[src/rtl/noc_vc_input_queue.sv]
// rtl/noc_vc_input_queue.sv - per-input NoC flit queue with QoS request, grant pop and credit return
// Head entry drives the arbiter request/QoS and the departing flit fields combinationally.
module noc_vc_input_queue #(
  parameter int DATA_W = 32,
  parameter int DEPTH  = 4,
  parameter int QOS_W  = 2
) (
  input  logic                       clk,
  input  logic                       rst_n,
  input  logic                       in_valid,
  output logic                       in_ready,
  input  logic [DATA_W-1:0]          in_data,
  input  logic                       in_head,
  input  logic                       in_tail,
  input  logic [QOS_W-1:0]           in_qos,
  output logic                       arb_request,
  output logic [QOS_W-1:0]           arb_qos,
  input  logic                       arb_grant,
  output logic                       out_valid,
  output logic [DATA_W-1:0]          out_data,
  output logic                       out_head,
  output logic                       out_tail,
  output logic                       credit_return,
  output logic [$clog2(DEPTH+1)-1:0] occupancy,
  output logic                       protocol_err
);

  localparam int PTR_W = $clog2(DEPTH);
  localparam int CNT_W = $clog2(DEPTH+1);

  logic [DATA_W-1:0] mem_data_q [DEPTH];
  logic              mem_head_q [DEPTH];
  logic              mem_tail_q [DEPTH];
  logic [QOS_W-1:0]  mem_qos_q  [DEPTH];

  logic [PTR_W-1:0] wr_ptr_q, wr_ptr_d;
  logic [PTR_W-1:0] rd_ptr_q, rd_ptr_d;
  logic [CNT_W-1:0] count_q, count_d;
  logic [QOS_W-1:0] cur_qos_q, cur_qos_d;
  logic             in_pkt_q, in_pkt_d;
  logic             credit_q, credit_d;
  logic             err_q, err_d;

  logic             full, empty, push, pop;
  logic [QOS_W-1:0] push_qos;

  assign full  = (count_q == CNT_W'(DEPTH));
  assign empty = (count_q == '0);

  // Reset gating keeps handshake outputs low for the whole time rst_n is asserted.
  assign in_ready    = rst_n & ~full;
  assign arb_request = rst_n & ~empty;
  assign push        = in_valid & in_ready;
  assign pop         = arb_grant & arb_request;

  assign out_valid     = pop;
  assign out_data      = mem_data_q[rd_ptr_q];
  assign out_head      = mem_head_q[rd_ptr_q];
  assign out_tail      = mem_tail_q[rd_ptr_q];
  assign arb_qos       = mem_qos_q[rd_ptr_q];
  assign credit_return = credit_q;
  assign occupancy     = count_q;
  assign protocol_err  = err_q;

  // Body/tail flits inherit the QoS captured from the most recent head.
  assign push_qos = in_head ? in_qos : cur_qos_q;

  always_comb begin
    wr_ptr_d  = wr_ptr_q;
    rd_ptr_d  = rd_ptr_q;
    count_d   = count_q;
    cur_qos_d = cur_qos_q;
    in_pkt_d  = in_pkt_q;
    credit_d  = pop;
    err_d     = err_q;

    if (push) begin
      wr_ptr_d = wr_ptr_q + PTR_W'(1);
      if (in_head) begin
        cur_qos_d = in_qos;
      end
      if (in_head && in_pkt_q) begin
        err_d = 1'b1;
      end
      if (!in_head && !in_pkt_q) begin
        err_d = 1'b1;
      end
      if (in_tail) begin
        in_pkt_d = 1'b0;
      end else if (in_head) begin
        in_pkt_d = 1'b1;
      end
    end

    if (pop) begin
      rd_ptr_d = rd_ptr_q + PTR_W'(1);
    end

    if (arb_grant && !arb_request) begin
      err_d = 1'b1;
    end

    case ({push, pop})
      2'b10:   count_d = count_q + CNT_W'(1);
      2'b01:   count_d = count_q - CNT_W'(1);
      default: count_d = count_q;
    endcase
  end

  always_ff @(posedge clk or negedge rst_n) begin
    if (!rst_n) begin
      wr_ptr_q  <= '0;
      rd_ptr_q  <= '0;
      count_q   <= '0;
      cur_qos_q <= '0;
      in_pkt_q  <= 1'b0;
      credit_q  <= 1'b0;
      err_q     <= 1'b0;
    end else begin
      wr_ptr_q  <= wr_ptr_d;
      rd_ptr_q  <= rd_ptr_d;
      count_q   <= count_d;
      cur_qos_q <= cur_qos_d;
      in_pkt_q  <= in_pkt_d;
      credit_q  <= credit_d;
      err_q     <= err_d;
    end
  end

  // Entry contents are don't-care after reset, so storage carries no reset.
  always_ff @(posedge clk) begin
    if (push) begin
      mem_data_q[wr_ptr_q] <= in_data;
      mem_head_q[wr_ptr_q] <= in_head;
      mem_tail_q[wr_ptr_q] <= in_tail;
      mem_qos_q[wr_ptr_q]  <= push_qos;
    end
  end

endmodule
[config.mk]
export PLATFORM = sky130hd
export DESIGN_NAME = noc_vc_input_queue
export DESIGN_NICKNAME = d
export VERILOG_FILES = /design/src/rtl/noc_vc_input_queue.sv
export SDC_FILE = /design/constraint.sdc
export NUM_CORES = 1
export LEC_CHECK = 0
export ABC_AREA = 1
export ABC_CLOCK_PERIOD_IN_PS = 2800
export BUFFER_PORTS_ARGS = -buffer_cell sky130_fd_sc_hd__buf_2
export CAP_MARGIN = 25
export CORE_MARGIN = 2
export CORE_UTILIZATION = 40
export DETAILED_ROUTE_END_ITERATION = 10
export GPL_ROUTABILITY_DRIVEN = 1
export GPL_TIMING_DRIVEN = 0
export HOLD_SLACK_MARGIN = 0.03
export SLEW_MARGIN = 10
export SYNTH_ARGS = -nofsm -noshare
export SYNTH_HDL_FRONTEND = slang
export SYNTH_SLANG_ARGS = --single-unit
[constraint.sdc]
create_clock -name clk -period 2.8 [get_ports clk]
set_input_delay 0.14 -clock clk [delete_from_list [all_inputs] [get_ports clk]]
set_output_delay 0.14 -clock clk [all_outputs]
set_load 0.05 [all_outputs]
-- Word-level counts from Yosys, hierarchy flattened
Memory sizes are Yosys's and may differ from the RTL's.
Index checks and enable logic that the tools add are counted.
Widths: inputs -> output; s select.
- flip-flop bits (word level): 12
- memory bits (writable): 144
- bits of input ports: 40
- output and inout bits: 44
- word-level logic and storage cells: 47
- memories kept: 4
- memory list (memory ; words ; width ; read ports ; clocked after memory_dff ; wr ports ; line ; source):
    mem_data_q ; 4 ; 32 ; 1 ; 0 ; 1 ; 31 ; logic [DATA_W-1:0] mem_data_q [DEPTH];
    mem_qos_q ; 4 ; 2 ; 1 ; 0 ; 1 ; 34 ; logic [QOS_W-1:0] mem_qos_q [DEPTH];
    mem_head_q ; 4 ; 1 ; 1 ; 0 ; 1 ; 32 ; logic mem_head_q [DEPTH];
    mem_tail_q ; 4 ; 1 ; 1 ; 0 ; 1 ; 33 ; logic mem_tail_q [DEPTH];
- add/subtract/negate cells: 4
- equal/unequal tests: 3
- multiplexer cells: 10
- bitwise operators: 6
- reduce and logical (&&, ||, !) cells: 13
- operator list (kind ; count):
    $mux 1 ; 8
    $pmux 3 s2 ; 1
    $reduce_bool 2->1 ; 3
    $add 2x1->2 const B ; 2
    $and 1x1->1 ; 4
    $reduce_and 2->1 ; 2
    $add 3x1->3 const B ; 1
    $eq 3x3->1 const B ; 1
    $logic_and 1x1->1 ; 3
    $logic_not 1->1 ; 3
    $logic_not 3->1 ; 1
    $reduce_bool 3->1 ; 1
    $sub 3x1->3 const B ; 1
    $eq 2x1->1 const B ; 1
    $eq 2x2->1 const B ; 1
    $mux 2 ; 1
    $not 1->1 ; 2

-- Logic depth before layout (Yosys ltp)
Gate-level depths: netlist of run 1.
- word-level depth: 7
- gate-level depth with buffers: 10
- mapped depth without buffers: 10

-- Worst setup path after synthesis of run 1
Ideal clock, no wire load.
- path type: reg-to-reg
- start: register count_q[0], in the netlist occupancy[0]
- end: memory mem_data_q[0][0] (enable)
- setup time: 0.430 ns
- arrival time: 2.635 ns
- data required time: 2.370 ns
- path slack: -0.264 ns
- stages on the path, launching flop included: 6
- path buffers: 1
- period minus slack after synthesis: 3.064 ns
- path through: dfrtp_1 nor2_4 nand2_2 nand3_2 buf_6 nor2_1
- longest elaborated chain between the ends: 6
- ends and longest elaborated chain (what ; line ; source):
    start: declaration ; 38 ; logic [CNT_W-1:0] count_q, count_d;
    start signal: assignment ; 122 ; count_q <= count_d;
    $eq 3x3->1 ; 47 ; assign full = (count_q == CNT_W'(DEPTH));
    $not 1->1 ; 51 ; assign in_ready = rst_n & ~full;
    $and 1x1->1 ; 51 ;
    $and 1x1->1 ; 53 ; assign push = in_valid & in_ready;
    $mux 1 ; 132 ; if (push) begin
    $mux 1 (implied by the code) ; 133 ; mem_data_q[wr_ptr_q] <= in_data;
    end: declaration ; 31 ;
No other way between the ends.

-- Worst setup path in the final report of run 1
- start: register rd_ptr_q[1]
- end: output port out_data[16]
- longest elaborated chain between the ends: 1
- ends and longest elaborated chain (what ; line ; source):
    start: declaration ; 37 ; logic [PTR_W-1:0] rd_ptr_q, rd_ptr_d;
    start signal: assignment ; 121 ; rd_ptr_q <= rd_ptr_d;
    $mem_v2 4x32 ; - ;
    end: declaration ; 20 ; output logic [DATA_W-1:0] out_data,
No other way between the ends.

==> results of run 1 <==
-- registers in the layout, indices dropped and copies added (netlist names) --
name           flops
in_pkt_q           1
wr_ptr_q           2
cur_qos_q          2
mem_data_q       128
mem_tail_q         4
rd_ptr_q           2
occupancy          3
protocol_err       1
credit_return      1
mem_qos_q          8
mem_head_q         4
-- worst min-delay path by stage --
stage | startpoint | endpoint | slack (ps) | cells after the start
finish | in_qos[0] | cur_qos_q[0] | 120 | 4
global route | in_qos[0] | cur_qos_q[0] | 140 | 4
CTS | in_qos[1] | cur_qos_q[1] | 110 | 4
detailed placement | rst_n | in_pkt_q | 90 | 1
global placement | rst_n | wr_ptr_q[1] | 70 | 1
floorplan | rst_n | credit_return | -160 | 0
-- critical path, stage by stage (launching register included) --
cell	delay, ps
dfrtp_1	410
clkinv_2	130
clkbuf_1	400
o21ai_0	170
o22ai_1	190
buf_2	300
-- power by group through the flow --
stage	Sequential [mW]	Combinational, mW	Clock (mW)
after floorplan	3.09	2.76	0
after global placement	3.02	3.82	0
after detailed placement	3.01	3.93	0
after CTS	2.97	3.98	2.33
after global routing	2.99	4.24	2.43
final	2.97	3.94	2.29
-- cell type report --
type / instances / area (um^2)
Inverter: 19 / 77.6
Buffer: 23 / 175
Timing Repair Buffer: 125 / 898
Fill cell: 1267 / 7210
Sequential cell: 156 / 4620
Clock buffer: 21 / 440
Tap cell: 188 / 235
Multi-Input combinational cell: 231 / 1220
Clock inverter: 10 / 148
-- cell usage after synthesis (2+ instances only) --
cell type | n | area [um^2]
o21ai_2 | 2 | 17.5
xor2_1 | 3 | 26.3
o21ai_1 | 15 | 75.1
buf_4 | 8 | 60.1
nand3_2 | 2 | 20.0
nand4_1 | 2 | 12.5
nand3_1 | 2 | 10.0
xnor2_1 | 3 | 26.3
dfrtp_1 | 12 | 300
and2_1 | 2 | 12.5
buf_6 | 7 | 78.8
o22ai_1 | 36 | 225
inv_1 | 17 | 63.8
buf_2 | 5 | 25.0
edfxtp_1 | 144 | 4320
nand2_1 | 17 | 63.8
ha_1 | 5 | 62.6
nor2_1 | 76 | 285
clkbuf_1 | 3 | 11.3
a21oi_1 | 2 | 10.0
o21ai_0 | 59 | 295
-- timing repair --
| action | CTS | global route |
|---|---|---|
| buffers inserted | 0 | 0 |
| endpoints found under the hold margin | 151 | 0 |
| gates resized for setup | 0 | 0 |
| hold buffers | 38 | 0 |
-- layout by cell type (no fill, tap or decap), types with 2 or more instances in the layout --
cell type / instances
edfxtp_1: 144
clkbuf_16: 17
buf_2: 88
xnor2_1: 3
bufinv_16: 4
nand3_2: 2
o21ai_1: 15
dfrtp_1: 12
a21oi_1: 2
buf_16: 3
nand3_1: 2
buf_6: 7
dlygate4sd3_1: 38
nor2_1: 72
o21ai_2: 2
buf_4: 8
ha_1: 5
nand4_1: 2
nand2_1: 17
clkinv_2: 5
and2_1: 2
clkinv_1: 2
xor2_1: 3
inv_1: 17
o22ai_1: 36
clkbuf_1: 7
o21ai_0: 59
nor2_4: 5
-- layer usage --
layer,GRT usage (%),vias to the layer above
met4,6.79,0
met2,27.8,125
met3,4.98,19
li1,-,1865
met1,22.2,1858
met5,0,-
-- stage by stage --
stage / instances / total power, mW / TNS [ps]
2_1_floorplan: 429 / 5.85 / -38060
3_3_place_gp: 700 / 6.85 / -185360
3_5_place_dp: 704 / 6.95 / 0
4_1_cts: 773 / 9.28 / 0
5_1_grt: 773 / 9.66 / 0
6_report: 773 / 9.20 / 0
-- cells by family after synthesis --
group,share of synthesized area (%)
DFF,76.2
buffers and inverters,4.16
AOI/OAI and AO/OA,10.4
adders and majority gates,1.36
xor gates and xnor gates,0.866
and+or+nand+nor,7.05
==> results.ini, run 1 <==
[outcome]
outcome = complete, no violations

[sta]
fmax_mhz = 461
setup_violations = 0
hold_viol_final = 0
fin_worst_skew_ps = 8.37
slew_violations = 0
slew_headroom_pct = 42.3
fin_crit_sh_pct = 77.4
rsz0062_at_grt = no
worst_slack_ps = 632
fin_crit_ps = 2170
worst_slew_pin_slew_ps = 864
hold_slack_ps = 123

[clocking]
cts.root.buffer_cell = clkbuf_16
cts_tree = yes
cts_buffer_depth = 2
h-tree-depth = 4
cts.sinks = 156
insertion_delay_ps = 420
cts_buffers = 17
clkSlewWorstSetupHoldPaths_ps = 60

[floorplanning]
dieArea_mm2 = 0.0162
start_util_pct = 40.4
fp-row-count = 45
core_area_mm2 = 0.0150
io_pins = 84
chipHeight_um = 127
die_w_um = 127

[pwr]
pwr-share-seq_pct = 32.2
switchingPower_mw = 3.87
comb_power_share_pct = 42.8
pwr-share-clk_pct = 24.9
netSwitchingFraction_pct = 42.1
internal_power_mw = 5.33
power_density_mw_per_mm2 = 1180
total_leakage_power_nw = 2.86
ir_worst_vdd_v = 0.000722

[critical_path]
crit_type = reg2out
worstPathRequired_ps = 2660
rrSetupSlack_ps = 650
r2r-start = occupancy[0]
end_kind = primary output
crit_start = rd_ptr_q[1]
start_kind = register
ff2ff_path_depth = 10
worstSetupEndpoint = out_data[16]
reg2reg_to = occupancy[2]
crit_path_max_fanout = 10
critPathArrivalTime_ps = 2030

[detailed_routing]
vias = 3867
wl_met2_um = 6420
vias_per_cell = 5.00
wirelength_um = 13200
met1_length_um = 5780
dr.max_layer_used = met4
drc = 0
wl_met3_um = 760
final_antenna_net_count = 0
wire_per_inst_um = 17.0
dr.first_iter.drc_count = 282
drt_first_pass_iters = 5

[logic_synthesis]
synth_seq_cells = 156
synth_fp_nets = 475
async_flop_share_pct = 7.69
synthDistinctLibCells = 28
ys.flop_type = edfxtp_1
yosys_warnings = 0
ys_seq_area_share_pct = 76.2
netlist_area_mm2 = 0.00607
synth_edf_count = 144
syn_area_per_cell_um2 = 14.2
synthCells = 429

[placed_design]
io_buffers = 83
place.gp.congestion = 0.736
place_area_mm2 = 0.00686
place.detailed.hpwl_um = 8150
dp_slack_ps = 636

[final_layout]
layout.nets = 619
syn_to_final_growth_pct = 28.8
drive_above_1_share_pct = 25.0
finish.utilization_pct = 52.0
n_antenna_cell = 0
final_area_mm2 = 0.00782

[global_route]
grt_max_degree = 25
antenna_found_initial = 0
gr-total-overflow = 0
grt_pass1_wl_um = 20600
grt_pass1_vias = 3927
grt_use_total_pct = 17.2

[run]
drv_cap = 0

[worst_hold_path]
hp-class = in2reg

Power figures use the tool's default switching activity.
==> run 2: changes to the inputs <==
Settings changed: ABC_AREA 1 to 0, ABC_CLOCK_PERIOD_IN_PS 2800 to 1900.
Clock period 2.8 ns to 1.9 ns, I/O delays scaled along.
==> run 2 against run 1 <==
Compared with the run above:
- the run now ends with negative setup slack left
- via count is 24% lower
- cell area is 3.8% higher
- sequential share of layout area is 2.1 points lower
- utilization is 4.2 points higher
- worst setup slack worse by 770 ps
- synthesized cell count is 44% lower
- hold slack worse by 58 ps
- highest routed layer unchanged
- clock skew is 3.7 ps lower
- die area is 3.7% lower
- non-clock buffer count is 1 lower
- critical path depth is 4 higher
==> results.ini, run 2 <==
[critical_path]
path_cells = or3b_4 -> and3_4 -> inv_2 -> ha_4 -> inv_2 -> fa_2 -> xor2_1 -> nor2_1 -> xor2_1
end_kind = register
worstPathRequired_ps = 2240
critPathArrivalTime_ps = 2380
crit_path_max_fanout = 5
crit_type = reg2reg
slowest_stage = dfrtp_2
cpPeakStageDelay_ps = 410
start_kind = register

[floorplanning]
chipHeight_um = 125
io_pins = 84
fp-row-count = 44
start_util_pct = 40.5
dieArea_mm2 = 0.0156
core_area_mm2 = 0.0144
die_w_um = 125

[clocking]
insertion_delay_ps = 420
cts_tree = yes
cts_buffer_depth = 2
h-tree-depth = 4
cts_buffers = 17
clkSlewWorstSetupHoldPaths_ps = 60
cts.sinks = 156
cts.root.buffer_cell = clkbuf_16

[detailed_routing]
vias = 2922
final_antenna_net_count = 0
dr.first_iter.drc_count = 159
drt_first_pass_iters = 4
vias_per_cell = 4.91
wire_per_inst_um = 18.3
drc = 0
wirelength_um = 10900

[sta]
worst_slack_ps = -135
worst_slew_pin_slew_ps = 592
setup_violations = 44
slew_headroom_pct = 60.4
fin_crit_sh_pct = 107
fin_crit_ps = 2040
fin_tns_setup_ps = -1830
rsz0062_at_grt = yes
hold_viol_final = 0
fin_worst_skew_ps = 4.63
slew_violations = 0
fmax_mhz = 491

[final_layout]
drive_above_1_share_pct = 47.9
layout.nets = 445
layout_commonest_cell = edfxtp_1
top_regs = mem_data_q (128), mem_qos_q (8)
n_antenna_cell = 0
layout_common_cells = edfxtp_1 (144), buf_2 (46), dlygate4sd3_1 (38), mux4_2 (36), buf_6 (34)
syn_to_final_growth_pct = 39.0
fin_cells = 595
fillers = 1103
largest_reg_flops = 128
regMostFlops = mem_data_q
final_area_mm2 = 0.00812

[placed_design]
io_buffers = 83
dpl.cell_count = 511
place.detailed.hpwl_um = 6210
place.gp.congestion = 0.646
place_area_mm2 = 0.00657

[global_route]
grt_use_total_pct = 15.1
grt_pass1_wl_um = 17400
grt_max_degree = 37
grt_pass1_vias = 3206
antenna_found_initial = 0
gr-total-overflow = 0

[run]
drv_cap = 0

[logic_synthesis]
syn_area_per_cell_um2 = 24.2
ys.flop_type = edfxtp_1
synth_fa_ha_area_share_pct = 1.41
yosysMostFrequentCell = edfxtp_1
synth_seq_cells = 156
netlist_area_mm2 = 0.00584
synth_top_family_by_area = multiplexers
yosysTopAreaCell = edfxtp_1
synth_edf_count = 144
synth-xor-area-share_pct = 1.05
yosys.area_share.simple_pct = 1.24
synthMuxAreaShare_pct = 15.1
synth_fp_nets = 287
yosys_warnings = 0
async_flop_share_pct = 7.69
ys_top_cells_by_count = edfxtp_1 (144), mux4_2 (36), dfrtp_1 (12)
synth_compound_area_share_pct = 0.579
synth_top_cell_area_share_pct = 74.1
ys_seq_area_share_pct = 79.2
synth.area.top_cells = edfxtp_1 (74%), mux4_2 (14%), dfrtp_1 (5.1%), ha_1 (1.1%), and2_2 (0.64%)
synthDistinctLibCells = 26
synthCells = 241

[pwr]
power_density_mw_per_mm2 = 1720
netSwitchingFraction_pct = 33.4
comb_power_share_pct = 41.0
internal_power_mw = 9.29
pwr-share-seq_pct = 31.4
pwr-share-clk_pct = 27.5
ir_worst_vdd_v = 0.00110
total_power_mw = 14.0
switchingPower_mw = 4.67
total_leakage_power_nw = 2.92

[worst_hold_path]
hp-class = in2reg

[outcome]
violations = negative setup slack
outcome = complete, but fails checks

-- run 2: cell types whose count changed after synthesis, sizes merged, moves of 2 or more --
| cell | previous run | this run |
|---|---|---|
| and2 | 2 | 6 |
| nand3 | 4 | 1 |
| inv | 18 | 7 |
| buf | 20 | 8 |
| mux2 | 0 | 5 |
| nand4 | 2 | 0 |
| clkbuf | 3 | 1 |
| o22ai | 36 | 0 |
| mux4 | 0 | 36 |
| a21oi | 3 | 1 |
| nor2 | 77 | 1 |
| nand2 | 18 | 0 |
| o21ai | 76 | 0 |
-- run 2: final cells by class --
type / instances / area, um^2 / share of cell area, %
buffer: 8 / 116 / 1.43
clock buffer: 18 / 429 / 5.29
clock inverter: 13 / 246 / 3.04
inverter: 7 / 26.3 / 0.324
multi-input combinational: 70 / 1170 / 14.4
sequential: 156 / 4630 / 57.0
tap: 184 / 230 / 2.84
timing repair buffer: 139 / 1270 / 15.6
-- run 2: what timing repair did --
item | CTS | global route
endpoints found under the setup margin | 140 | 105
resized for setup | 99 | 7
hold buffers | 38 | 0
hold endpoints to repair | 156 | 0
setup buffers | 12 | 2
gates cloned | 4 | 0
pin swaps | 7 | 0
-- run 2: path summary, 6_finish.rpt --
path,startpoint,to,slack (ps),depth (start not counted)
setup / recovery,occupancy[0],occupancy[2],-140,9
hold / removal,in_qos[0],mem_qos_q[2][0],60,2
setup reg to reg,occupancy[0],occupancy[2],-140,9
hold reg to reg,cur_qos_q[1],cur_qos_q[1],500,1
max in group asynchronous,rst_n,rd_ptr_q[0],1170,2
min in group asynchronous,rst_n,credit_return,310,2
-- run 2: kinds of logic (layout without fill, tap and decap cells) --
logic type | count (synthesis) | after routing
adders and majority gates | 6 | 6
xor gates and xnor gates | 7 | 7
muxes | 42 | 42
DFF | 156 | 156
buffers and inverters | 16 | 185
and+or+nand+nor | 10 | 11
AOI/OAI and AO/OA | 4 | 4
-- run 2: through the flow --
stage / util, % / hold slack (ps) / worst slack (ps)
after detailed placement: 45.6 / 22.7 / -369
after CTS: 56.4 / 41.4 / -143
after global placement: 45.2 / 20.3 / -392
final: 56.3 / 64.6 / -135
after global routing: 56.3 / 77.3 / -221
after floorplan: - / -201 / -357
-- run 2: power groups by stage --
stage               sequential [mW]  combinational, mW  clock (mW)
detailed placement             4.46               4.47           0
CTS                            4.39               5.91        3.92
floorplan                      4.55               3.39           0
global route                   4.42               6.03        4.05
global placement               4.45               4.41           0
finish                         4.38               5.73        3.84
-- run 2: critical path, delay by kind of cell (launching register included) --
family | cells | cell delay, ps
fa+ha+maj | 2 | 450
flops | 1 | 410
xor+xnor | 2 | 290
buf+inv | 2 | 100
simple gates | 3 | 710
-- run 2: per-layer routing --
metal  share of wire [%]  GRT usage (%)  up-vias
met5                   0              0        -
met4                 1.9           6.27        0
met3                 4.4           4.81       18
met2                  51           24.6       68
met1                  42           18.9     1517
li1                    -              -     1319
